### src/rtl/iq_rssi_cca.sv
// iq_rssi_cca: clear-channel assessment from the RSSI stream with hysteresis, busy qualification and idle hold-off.
// Define IQ_RSSI_CCA_PEAK_EN to track the peak RSSI of each busy period; otherwise rssi_peak is tied to 0.
module iq_rssi_cca #(
   parameter int unsigned IQ_DATA_WIDTH = 16,
   parameter int unsigned HOLD_WIDTH    = 16
) (
   input  logic                     clk,
   input  logic                     rstn,
   input  logic [IQ_DATA_WIDTH-1:0] iq_rssi,
   input  logic                     iq_rssi_valid,
   input  logic [IQ_DATA_WIDTH-1:0] rssi_th_high,
   input  logic [IQ_DATA_WIDTH-1:0] rssi_th_low,
   input  logic [HOLD_WIDTH-1:0]    busy_min_samples,
   input  logic [HOLD_WIDTH-1:0]    idle_hold_samples,
   input  logic                     force_busy,
   input  logic                     force_idle,
   output logic                     ch_idle,
   output logic                     busy_rise,
   output logic                     busy_fall,
   output logic [HOLD_WIDTH-1:0]    busy_duration,
   output logic [IQ_DATA_WIDTH-1:0] rssi_peak
);

   localparam int unsigned CW = HOLD_WIDTH + 1;

   typedef enum logic [1:0] {S_IDLE, S_ARM, S_BUSY, S_RELEASE} state_t;

   state_t                state, state_nxt;
   logic [HOLD_WIDTH-1:0] cnt, cnt_nxt, cnt_sat;
   logic [CW-1:0]         cnt_inc;
   logic                  hi, lo;
   logic                  busy_cur, busy_nxt, rise_c, fall_c;

   assign hi = $signed(iq_rssi) >= $signed(rssi_th_high);
   assign lo = $signed(iq_rssi) <  $signed(rssi_th_low);

   // cnt+1 is compared one bit wider so a saturated counter never wraps below the target
   assign cnt_inc = CW'(cnt) + CW'(1);
   assign cnt_sat = (&cnt) ? cnt : cnt + HOLD_WIDTH'(1);

   assign busy_cur = (state == S_BUSY) || (state == S_RELEASE);
   assign busy_nxt = (state_nxt == S_BUSY) || (state_nxt == S_RELEASE);
   assign rise_c   = busy_nxt && !busy_cur;
   assign fall_c   = busy_cur && !busy_nxt;

   // next-state and qualification counter
   always_comb begin
      state_nxt = state;
      cnt_nxt   = cnt;
      if (force_busy) begin
         state_nxt = S_BUSY;
         cnt_nxt   = '0;
      end else if (force_idle) begin
         state_nxt = S_IDLE;
         cnt_nxt   = '0;
      end else if (iq_rssi_valid) begin
         unique case (state)
            S_IDLE: begin
               if (hi) begin
                  if (busy_min_samples <= HOLD_WIDTH'(1)) begin
                     state_nxt = S_BUSY;
                  end else begin
                     state_nxt = S_ARM;
                     cnt_nxt   = HOLD_WIDTH'(1);
                  end
               end
            end
            S_ARM: begin
               if (!hi) begin
                  state_nxt = S_IDLE;
                  cnt_nxt   = '0;
               end else if (cnt_inc >= CW'(busy_min_samples)) begin
                  state_nxt = S_BUSY;
                  cnt_nxt   = '0;
               end else begin
                  cnt_nxt   = cnt_sat;
               end
            end
            S_BUSY: begin
               if (lo) begin
                  if (idle_hold_samples <= HOLD_WIDTH'(1)) begin
                     state_nxt = S_IDLE;
                  end else begin
                     state_nxt = S_RELEASE;
                     cnt_nxt   = HOLD_WIDTH'(1);
                  end
               end
            end
            S_RELEASE: begin
               if (!lo) begin
                  state_nxt = S_BUSY;
                  cnt_nxt   = '0;
               end else if (cnt_inc >= CW'(idle_hold_samples)) begin
                  state_nxt = S_IDLE;
                  cnt_nxt   = '0;
               end else begin
                  cnt_nxt   = cnt_sat;
               end
            end
            default: begin
               state_nxt = S_IDLE;
               cnt_nxt   = '0;
            end
         endcase
      end
   end

   always_ff @(posedge clk) begin
      if (!rstn) begin
         state         <= S_IDLE;
         cnt           <= '0;
         ch_idle       <= 1'b1;
         busy_rise     <= 1'b0;
         busy_fall     <= 1'b0;
         busy_duration <= '0;
      end else begin
         state     <= state_nxt;
         cnt       <= cnt_nxt;
         ch_idle   <= !busy_nxt;
         busy_rise <= rise_c;
         busy_fall <= fall_c;
         if (rise_c) begin
            busy_duration <= HOLD_WIDTH'(1);
         end else if (busy_cur && iq_rssi_valid && !(&busy_duration)) begin
            busy_duration <= busy_duration + HOLD_WIDTH'(1);
         end
      end
   end

`ifdef IQ_RSSI_CCA_PEAK_EN
   // peak restarts at each busy entry and only follows valid samples while busy
   always_ff @(posedge clk) begin
      if (!rstn) begin
         rssi_peak <= '0;
      end else if (rise_c) begin
         rssi_peak <= iq_rssi;
      end else if (busy_cur && iq_rssi_valid && ($signed(iq_rssi) > $signed(rssi_peak))) begin
         rssi_peak <= iq_rssi;
      end
   end
`else
   assign rssi_peak = '0;
`endif

endmodule

### config.mk
export PLATFORM = sky130hd
export DESIGN_NAME = iq_rssi_cca
export DESIGN_NICKNAME = d
export VERILOG_FILES = /design/src/rtl/iq_rssi_cca.sv
export SDC_FILE = /design/constraint.sdc
export NUM_CORES = 1
export LEC_CHECK = 0
export CORE_AREA = 2 2 93 104
export CTS_CLUSTER_DIAMETER = 80
export DETAILED_ROUTE_END_ITERATION = 10
export DIE_AREA = 0 0 95 106
export PLACE_DENSITY = 0.78
export SLEW_MARGIN = 20
export SYNTH_ARGS = -nofsm -noshare
export SYNTH_HDL_FRONTEND = slang
export SYNTH_SLANG_ARGS = --single-unit
### constraint.sdc
create_clock -name clk -period 3.75 [get_ports clk]
set_clock_uncertainty 0.15 [all_clocks]
set_input_delay 0.375 -clock clk [delete_from_list [all_inputs] [get_ports clk]]
set_output_delay 0.375 -clock clk [all_outputs]
set_load 0.02 [all_outputs]
======== After elaboration in Yosys (flattened, before gate mapping) ========
Index checks and enable logic that the tools add are counted.
word-level totals
  word-level logic and storage cells ...... 66
  output and inout port bits .............. 35
  bits in registers ....................... 37
operators by class
  equality and inequality tests ........... 9
  reductions and logical operators ........ 16
  mux-type cells .......................... 24
  bitwise operators ....................... 1
  magnitude comparators ................... 6
  $add $sub $neg .......................... 3
operators with widths
  operator                                              number
  2-to-1 mux 16 bit                                     9
  case mux 16 bit (4 select lines)                      1
  greater-or-equal comparator 17 x 16 -> 1 bit          2
  adder 16 x 1 -> 16 bit, second input constant         2
  <= comparator 16 x 1 -> 1 bit, second input constant  2
  AND reduction 16 bit                                  2
  2-to-1 mux 2 bit                                      11
  adder 16 x 1 -> 17 bit, second input constant         1
  greater-or-equal comparator 16 bit                    1
  less-than comparator 16 bit                           1
  equality test 2 bit, second input constant            4
  != test 2 bit, second input constant                  4
  case mux 2 bit (4 select lines)                       1
  AND reduction 5 bit                                   1
  logical AND 1 bit                                     4
  logical NOT 1 bit                                     3
  OR reduction 3 bit                                    1
  equality test 2 x 1 -> 1 bit, second input constant   1
  logical NOT 2 bit                                     1
  logical OR 1 bit                                      2
  2-to-1 mux 1 bit                                      2
  nonzero test 2 bit                                    1
  OR reduction 2 bit                                    1
  NOT 1 bit                                             1

======== Depth between registers and ports, before layout ========
  depth after elaboration ................. 12
  mapped depth ............................ 16
  gate-level depth less buffers ........... 15

======== Worst setup path before layout ========
OpenSTA, ideal clock, no wires.
  kind .................................... register to register
  start ................................... register cnt[0]
  end ..................................... register busy_duration[6]
  required time ........................... 3.485 ns
  setup time .............................. 0.115 ns
  cell stages (with the launch flop) ...... 16
  slack ................................... 0.238 ns
  period minus slack after synthesis ...... 3.512 ns
  path buffers ............................ 1
  data arrival time ....................... 3.247 ns
  cell sequence ........................... dfxtp_1 ha_1 nand4_1 nor2_1 nand3_1 nor2_1 xor2_1 ha_1 nand3_1 nor2_1 a211o_1 a221o_1 and4_1 o31ai_4 buf_6 nor2_1
between the ends
  longest elaborated chain between the ends .. 12
  elaborated cells between the ends (all ways) .. 16
  those cells by class .................... add/sub (1); order compare (2); eq/ne (2); mux (8); reduce/logical (3)
ends and longest elaborated chain
  what                                                                    RTL line  text
  start: declaration                                                      29        logic [HOLD_WIDTH-1:0] cnt, cnt_nxt, cnt_sat;
  start signal: assignment                                                118       cnt <= cnt_nxt;
  adder 16 x 1 -> 17 bit (*)                                              38        assign cnt_inc = CW'(cnt) + CW'(1);
  greater-or-equal comparator 17 x 16 -> 1 bit, on equally long branches  93, 72
  2-to-1 mux 2 bit, on equally long branches                              93, 72
  2-to-1 mux 2 bit, on equally long branches                              90, 69
  case mux 2 bit (4 select lines) (*)                                     57        unique case (state)
  2-to-1 mux 2 bit (*)                                                    56        end else if (iq_rssi_valid) begin
  2-to-1 mux 2 bit (*)                                                    53        end else if (force_idle) begin
  2-to-1 mux 2 bit (*)                                                    50        if (force_busy) begin
  equality test 2 bit                                                     42        assign busy_nxt = (state_nxt == S_BUSY) || (state_nxt == S_RELEASE);
  logical OR 1 bit (*)                                                    42
  logical AND 1 bit (*)                                                   43        assign rise_c = busy_nxt && !busy_cur;
  OR reduction 2 bit (no source line) (*)                                 --
  end signal: assignment                                                  125       busy_duration <= busy_duration + HOLD_WIDTH'(1);
  end: declaration                                                        20        output logic [HOLD_WIDTH-1:0] busy_duration,
Mark *: on every way between the ends. The rest lies on a longest branch, timed or not.
A chain may end at the register's enable or synchronous reset.

======== Worst setup path in the final report ========
  start ................................... register cnt[0]
  end ..................................... register busy_duration[13]
Same word-level chain as after synthesis.

==> results.toml <==
[status]
status = "complete, no violations"

[floorplan]
core-area_um2 = 9120
start_util_pct = 42.9
fp.dieH_um = 106
core.rowCount = 37
io_pins = 120
die_area_um2 = 10100
die_w_um = 95

[sta]
finalSetupViolCount = 0
slew-limit-headroom_pct = 55.7
hold_violations = 0
post-route-period-util_pct = 97.3
setup_slack_ns = 0.101
worst_slew_pin_slew_ns = 0.655
finalCriticalPeriod_ns = 3.65
timing.hold.ws_ns = 0.351
slew_violations = 0
fmax_ghz = 0.274

[critical_path]
crit_start = "cnt[0]$_SDFFE_PP0P_"
slowest_delay_ns = 0.37
crit_type = "reg -> reg"
path_cells = "ha_1 -> nand4_1 -> nor2_2 -> nand3_2 -> nor2_1 -> xor2_2 -> ha_1 -> nand3_1 -> nor2_1 -> a211o_1 -> a221o_2 -> and4_4 -> o31ai_4 -> clkbuf_16 -> nor2_1"
setup.worst_path.end_class = "flip-flop"
reg2reg_depth = 15
start_kind = "flip-flop"
crit_end = "busy_duration[13]$_SDFFE_PP0P_"
r2r-start = "cnt[0]$_SDFFE_PP0P_"
critPathBufInv = 1
crit_top_cell = "nor2_1"
worstPathArrival_ns = 3.67
crit_required_ns = 3.77
rrSetupSlack_ns = 0.10
worstSetupPathDepth = 15
cp_slowest_cell = "dfxtp_4"
path_max_fanout = 7
path_delay_family = "simple AND/OR/NAND/NOR gates"
worstReg2RegEnd = "busy_duration[13]$_SDFFE_PP0P_"

[synth]
synth_simple_gate_area_share_pct = 22.8
async_flop_share_pct = 0
synth_xor_area_share_pct = 5.15
synth.area.mux_share_pct = 0.895
synth-compound-area-share_pct = 19.9
netlist_area_um2 = 3910
synth_top_family_by_area = "simple AND/OR/NAND/NOR gates"
synth_cell_types = 58
synthAdderAreaFrac_pct = 20.8
syn-instance-count = 505
yosysSeqAreaShare_pct = 18.9
post-synth-top-count-cell = "inv_1"
synthFlopType = "dfxtp_1"
netlist.area_leader.share_pct = 20.8
synthTopCellsByArea = "ha_1 21%, dfxtp_1 19%, inv_1 6.9%, nand2_1 5.3%, xor2_1 4.5%"
avgSynthCellArea_um2 = 7.75
ys_seq_elements = 37
synth-warning-count = 0
synth_commonest_cells = "72 x inv_1, 65 x ha_1, 55 x nand2_1"
yosysTopAreaCell = "ha_1"
synth_edf_count = 0

[drt]
vias = 4001
drc_errors = 0
drt_iter0_markers = 190
routedWlPerCell_um = 14.3
drtPass1Iterations = 5
routed_wl_um = 10600
ant_nets = 0
routed_via_density = 5.41

[placed_design]
dpl_cell_area_um2 = 5100
portBuffers = 103
pre_cts_slack_ns = 0.00528
dpl.hpwl_um = 8700
gp_congestion = 0.957

[global_routing]
grt_overflow = 0
gr-usage-met1_pct = 24.0
grt_max_degree = 19
busiest_layer = "met2"
grt_pass1_wl_um = 17100
grt_usage_pct = 20.7
grt.met3_usage_pct = 3.33
antenna_found_initial = 0
grt_pass1_vias = 3997
met2_usage_pct = 38.4

[layout]
n_antenna_cell = 0
fin_area_um2 = 5360
nNetsFinal = 773
final_layout_size_suffix_gt1_share_pct = 10.9
area_growth_pct = 36.8

[min_path]
holdPathStages = 2
hp-class = "reg -> reg"

[cts]
cts_hold_buffers = 0
tritoncts = "yes"
cts_root_buffer = "clkbuf_8"
clkTransAtPathRegs_ns = 0.07
clockBufferDepth = 2
cts-buffers-inserted = 5
h-tree-depth = 2
cts_sinks = 37
clock_latency_ns = 0.28

[pwr]
ir_drop_uv = 198
p_per_area_nw_per_um2 = 187
p_leak_nw = 2.44

[flow_run]
max_cap_violations = 0
[repair_timing]
action	4_1_cts	5_1_grt
endpoints found under the setup margin	0	33
resized for setup	0	31
setup buffers	0	4
[worst min-delay path by stage]
stage,endpoint,from,slack [ns]
2_1_floorplan,cnt[1]$_SDFFE_PP0P_,cnt[1]$_SDFFE_PP0P_,0.31
3_5_place_dp,cnt[1]$_SDFFE_PP0P_,cnt[1]$_SDFFE_PP0P_,0.35
6_report,cnt[1]$_SDFFE_PP0P_,cnt[1]$_SDFFE_PP0P_,0.35
5_1_grt,cnt[1]$_SDFFE_PP0P_,cnt[1]$_SDFFE_PP0P_,0.36
3_3_place_gp,cnt[1]$_SDFFE_PP0P_,cnt[1]$_SDFFE_PP0P_,0.33
4_1_cts,cnt[1]$_SDFFE_PP0P_,cnt[1]$_SDFFE_PP0P_,0.36
[tightest hold or removal path, cell delays in order (launching register included)]
cell and delay, ns:
dfxtp_2 0.34, nand2_1 0.05, o21ai_0 0.07
[cell families after synthesis]
group           Yosys count
xor+xnor                 23
compound gates          103
fa+ha+maj                65
mux                       3
buf+inv                  98
other cells               1
simple gates            175
flops                    37
[state kept, by name (all words and copies together), names as in the netlist]
signal and cells:
busy_duration 16, busy_fall 1, busy_rise 1, ch_idle 1
cnt 16, state 2
[metrics by stage]
stage	power (mW)	TNS, ns	instances	util [%]
6_report	1.00	0	740	58.7
5_1_grt	1.06	-0.471	740	58.7
4_1_cts	1.00	0	735	56.9
3_5_place_dp	0.722	0	728	55.9
3_3_place_gp	0.714	0	728	55.9
2_1_floorplan	0.585	0	520	-
[placed cells by master (no fill, tap or decap), drive strengths merged, types with 9 or more instances in the layout]
| master | synthesis | routed |
|---|---|---|
| nand4 | 22 | 22 |
| clkdlybuf4s50 | 0 | 103 |
| dfxtp | 37 | 37 |
| nand3 | 18 | 18 |
| o2111ai | 9 | 9 |
| inv | 73 | 73 |
| conb | 1 | 16 |
| a21oi | 27 | 27 |
| nor2 | 32 | 32 |
| ha | 65 | 65 |
| o21ai | 19 | 19 |
| nand2 | 55 | 55 |
| buf | 22 | 17 |
| o221ai | 9 | 9 |
| xor2 | 20 | 20 |
[area by class of cell]
class	instances	area, um2
clock inverters	1	7.51
flip-flops and latches	37	746
inverters	73	274
multi-input cells	385	2890
fillers	763	3760
clock buffers	6	82.6
repair buffers	121	1210
well taps	117	146
[routing by layer]
metal | up-vias | part of all wire [%]
met5 | - | 0
met4 | 0 | 1.7
met3 | 15 | 6.1
met2 | 134 | 51
met1 | 1854 | 42
li1 | 1998 | -
[power by group]
group          leakage (nW)  internal [mW]  switching, mW
logic                  2.10          0.167          0.152
clock network        0.0433          0.145          0.133
registers             0.301          0.397        0.00654
total                  2.44          0.710          0.292
(Power assumes the default switching activity.)
